[config.mk]
export PLATFORM = sky130hd
export DESIGN_NAME = fetch_sched
export DESIGN_NICKNAME = d
export VERILOG_FILES = /design/src/rtl/fetch_sched.sv
export SDC_FILE = /design/constraint.sdc
export NUM_CORES = 1
export LEC_CHECK = 0
export CAP_MARGIN = 20
export CORE_ASPECT_RATIO = 2
export CORE_MARGIN = 10
export CORE_UTILIZATION = 33
export CTS_BUF_LIST = sky130_fd_sc_hd__clkbuf_8
export CTS_CLUSTER_DIAMETER = 200
export DETAILED_ROUTE_END_ITERATION = 8
export PLACE_DENSITY_LB_ADDON = 0.12
export SLEW_MARGIN = 20
export SYNTH_ARGS = -nofsm -noshare
export SYNTH_HDL_FRONTEND = slang
export SYNTH_SLANG_ARGS = --single-unit
[constraint.sdc]
create_clock -name clock -period 2.07 [get_ports clock]
set_clock_uncertainty 0.15 [all_clocks]
set_input_delay 0.414 -clock clock [delete_from_list [all_inputs] [get_ports clock]]
set_output_delay 0.414 -clock clock [all_outputs]
set_load 0.005 [all_outputs]
[src/rtl/fetch_sched.sv]
// rtl/fetch_sched.sv - instruction fetch PC scheduler with program-loader arbitration
module fetch_sched #(
    parameter logic [31:0] RESET_PC = 32'h0000_0000
) (
    input  logic        clock,
    input  logic        reset,
    input  logic        stall_i,
    input  logic        redirect_i,
    input  logic [31:0] redirect_pc_i,
    input  logic        halt_i,
    input  logic        ld_req_i,
    input  logic [31:0] ld_addr_i,
    input  logic [31:0] ld_data_i,
    input  logic        ld_last_i,
    output logic [31:0] imem_addr_o,
    output logic        imem_we_o,
    output logic [31:0] imem_wdata_o,
    output logic [31:0] pc_o,
    output logic        fetch_valid_o,
    output logic        ld_gnt_o,
    output logic        redirect_err_o,
    output logic [1:0]  state_o
);

    localparam logic [1:0] ST_RUN  = 2'b00;
    localparam logic [1:0] ST_LOAD = 2'b01;
    localparam logic [1:0] ST_HALT = 2'b10;

    logic [1:0]  state_q, state_d;
    logic [31:0] pc_q, pc_d;
    logic        redirect_err_q, redirect_err_d;
    logic        redir_ok;
    logic        redir_bad;

    // A redirect is only honoured when the target is word aligned
    always_comb begin
        redir_ok  = redirect_i & (redirect_pc_i[1:0] == 2'b00);
        redir_bad = redirect_i & (redirect_pc_i[1:0] != 2'b00);
    end

    // State, PC and error-pulse registers; reset acts without a clock edge
    always_ff @(posedge clock or negedge reset) begin
        if (!reset) begin
            state_q        <= ST_RUN;
            pc_q           <= RESET_PC;
            redirect_err_q <= 1'b0;
        end else begin
            state_q        <= state_d;
            pc_q           <= pc_d;
            redirect_err_q <= redirect_err_d;
        end
    end

    // Next state and next PC; LOAD ignores stall/halt, illegal encoding recovers to RUN
    always_comb begin
        state_d        = state_q;
        pc_d           = pc_q;
        redirect_err_d = 1'b0;
        unique case (state_q)
            ST_RUN: begin
                redirect_err_d = redir_bad;
                if (ld_req_i)    state_d = ST_LOAD;
                else if (halt_i) state_d = ST_HALT;
                else             state_d = ST_RUN;
                if (redir_ok)     pc_d = redirect_pc_i;
                else if (stall_i) pc_d = pc_q;
                else              pc_d = pc_q + 32'd4;
            end
            ST_LOAD: begin
                if (ld_req_i && ld_last_i) begin
                    state_d = ST_RUN;
                    pc_d    = RESET_PC;
                end
            end
            ST_HALT: begin
                redirect_err_d = redir_bad;
                if (ld_req_i) begin
                    state_d = ST_LOAD;
                end else if (redir_ok) begin
                    state_d = ST_RUN;
                    pc_d    = redirect_pc_i;
                end
            end
            default: begin
                state_d = ST_RUN;
                pc_d    = RESET_PC;
            end
        endcase
    end

    // Outputs decoded from current state plus zero-latency input terms
    always_comb begin
        ld_gnt_o       = (state_q == ST_LOAD);
        imem_addr_o    = ld_gnt_o ? ld_addr_i : pc_q;
        imem_we_o      = ld_req_i & ld_gnt_o;
        imem_wdata_o   = ld_gnt_o ? ld_data_i : 32'h0;
        fetch_valid_o  = (state_q == ST_RUN) & ~stall_i & ~ld_req_i;
        pc_o           = pc_q;
        redirect_err_o = redirect_err_q;
        state_o        = state_q;
    end

endmodule

==> summary.txt <==
Pwr
  • Net Sw Frac: 36.3%
  • Sequential Power Share: 21.1%
  • Clock Power Share: 12.0%
  • Combinational power share: 66.9%
  • P_sw: 0.00173 W
  • Peak supply drop: 0.000557 V
  • Pwr Total: 0.00478 W
  • P_leak: 2.82 nW
  • Pwr Density: 749 nW/µm²
  • Int Power: 0.00305 W

Synth
  • Synth top cells by count: 35 x dfrtp_1, 34 x and2_1, 30 x nand2_1
  • Synth Cell Area: 2940 µm²
  • Ys async rst share: 100%
  • EDFF count, synth: 0
  • Top cell type's share of synthesized area: 29.8%
  • Yosys warnings: 0
  • Avg Inst Size Synth: 7.99 µm²
  • Top post-synthesis cells by area: dfrtp_1 30%, mux2_2 9.6%, and2_1 7.2%, o21ai_0 4.8%, nand2_1 3.8%
  • Synth unique cells: 56
  • Cell count after synthesis: 368
  • Synth Flop Type: dfrtp_1
  • Sequential fraction of the synthesis area: 29.8%
  • Count leader, synth: dfrtp_1
  • Number of storage elements in the synthesis netlist: 35
  • Net count after synthesis: 472
  • Cell taking the most area after synthesis: dfrtp_1

Drt
  • Avg Vias per Cell: 5.60
  • Post-DRT Antenna Nets: 0
  • DRT Pass-1 Iters: 4
  • DRC violation total after the first TritonRoute iteration: 295
  • WL per Instance: 22.2 µm
  • Post-route DRC: 0
  • Total Wirelength: 16700 µm
  • Via count: 4215

Clock network
  • Clock latency on the worst-skew pair: 0.30 ns
  • Clock transition at path regs: 0.07 ns
  • Root buf cell: clkbuf_8
  • H-tree depth: 2
  • CTS Buffer Depth: 2
  • Total CTS buffers: 5
  • CTS tree: built
  • CTS Sinks: 35

Critical path
  • CP max stage cell: dfrtp_1
  • Worst Path Required: 1.51 ns
  • CP arrival: 1.66 ns
  • Slowest stage delay, CP: 0.42 ns
  • CP Class: reg2out
  • Bufs and invs on worst path: 4
  • Critical path startpoint category: flop
  • Critical Path End Type: primary output
  • Top delay family on crit path: buffers and inverters
  • Worst path cell trace: nor2b_4, buf_12, buf_12, buf_6, mux2_4, buf_6
  • CP Max Fanout: 6

Layout
  • Share of layout cells above drive strength 1: 40.3%
  • Final Util: 73.8%
  • Area Growth Syn to Fin: 117%
  • Nets: 755
  • Post-Layout Cell Count: 753

Placed design
  • IO Port Bufs: 204
  • Hpwl dp: 11600 µm
  • GPL Wtd Cong: 0.960
  • Pre-CTS WS: -0.388 ns
  • Placed Cells: 705

Floorplan
  • Die width: 86.7 µm
  • Die Height: 153 µm
  • Row count: 48
  • CORE AREA: 8650 µm²
  • Die area: 13300 µm²
  • Initial Util: 34.0%
  • IO Pins: 205

Global routing
  • Largest net degree at the start of global routing: 36
  • Tot GR Track Use: 23.1%
  • Initial antenna violation count: 1
  • Vias in the first global route: 4354
  • Total grt overflow: 0
  • First-pass GRT wire length: 24400 µm

STA
  • Min Tclk post-route: 2.22 ns
  • Slew @ Worst Pin: 0.508 ns
  • Achievable Freq: 450 MHz
  • Rel. slew slack: 66.2%
  • Slew Viols, Final: 0
  • Final period util: 107%
  • RSZ-0062 raised after global routing: true
  • Final Hold Fails: 0
  • Setup Viol. Count Final: 69
  • Final WS setup: -0.151 ns
  • Setup TNS: -6.50 ns

Outcome
  • Status: finished with violations
  • Failing checks: negative setup slack

Flow run
  • Max-cap violations: 0

Hold path
  • Hold Path Class: in2async
-- state kept, by name, indices dropped and copies added, names as in the netlist --
name and flops:
redirect_err_o 1, pc_o 32, state_o 2
-- layout make-up --
type	count	area (µm²)
diodes	1	2.50
inverters	9	33.8
clock inverters	1	3.75
fillers	662	2270
flip-flops and latches	35	877
well taps	100	125
multi-input cells	296	2220
clock buffers	7	96.3
repair buffers	304	3030
-- power groups by stage --
stage | clock [W] | combinational [W] | sequential, W
after global placement | 0 | 0.00238 | 0.00100
final | 0.000575 | 0.00320 | 0.00101
after detailed placement | 0 | 0.00242 | 0.00101
after global routing | 0.000606 | 0.00339 | 0.00103
after floorplan | 0 | 0.000855 | 0.00103
after CTS | 0.000580 | 0.00290 | 0.000996
-- cell families after synthesis --
family                   after synthesis  share of synthesized area (%)
AND/OR/NAND/NOR                      156                           28.8
AO/OA/AOI/OAI                        111                           25.3
buffers and inverters                 37                           5.19
flip-flops                            35                           29.8
multiplexers                          26                           9.91
XOR/XNOR                               2                          0.596
adder cells (fa/ha/maj)                1                          0.425
-- path summary, 6_finish.rpt --
check / start / end / slack, ns / cells past startpoint
setup reg to reg: state_o[1]$_DFFE_PN0P_ / pc_o[15]$_DFFE_PN0P_ / -0.09 / 8
setup / recovery: state_o[1]$_DFFE_PN0P_ / imem_addr_o[2] / -0.15 / 6
hold / removal: reset / pc_o[3]$_DFFE_PN0P_ / 0.01 / 2
hold reg to reg: pc_o[0]$_DFFE_PN0P_ / pc_o[0]$_DFFE_PN0P_ / 0.40 / 1
min in group clock: redirect_i / redirect_err_o$_DFF_PN0_ / 0.39 / 2
max in group asynchronous: reset / pc_o[17]$_DFFE_PN0P_ / 1.37 / 2
-- cell usage in the layout, fill, tap and decap left out, types with 6 or more instances in the layout --
cell type          n
dfrtp_1           34
buf_6             50
nand4_1           10
a21oi_2            6
o22ai_1            7
nand2_1           26
nand3_1            7
and2_1            14
clkbuf_8           7
o21ai_1           12
buf_2             22
a21oi_1           11
and3_1             6
buf_12            11
and2_4            20
o21ai_0           15
buf_4             70
clkdlybuf4s50_1  131
a22oi_1            8
inv_1             10
nor3_1            11
nor2_1            24
mux2_4            21
-- metal layers --
metal / vias up / track usage (%) / part of all wire (%)
li1: 1928 / - / -
met3: 25 / 5.71 / 6.8
met5: - / 0 / 0
met1: 2065 / 23.2 / 35
met2: 197 / 42.9 / 55
met4: 0 / 9.00 / 2.9
-- repair_timing --
action | CTS | global route
resized for setup | 337 | 99
pin swaps | 7 | 26
hold buffers | 0 | 0
endpoints found under the setup margin | 84 | 97
setup buffers | 20 | 16
gates cloned | 7 | 3
-- worst reg2reg max path, stage by stage (launching register included) --
cell     delay [ns]
dfrtp_1        0.42
buf_4          0.15
buf_4          0.13
or2_4          0.27
a21o_1         0.18
and2_4         0.19
buf_12         0.14
buf_16         0.14
a211o_1        0.28
-- per-stage QoR --
step | hold WS (ns) | cell area [µm²]
final | 0.0113 | 6380
after global routing | 0.0526 | 6380
after CTS | 0.0247 | 5990
after detailed placement | 0.347 | 5500
after global placement | 0.344 | 5500
after floorplan | -0.0316 | 2940
Power figures use the tool's default switching activity.
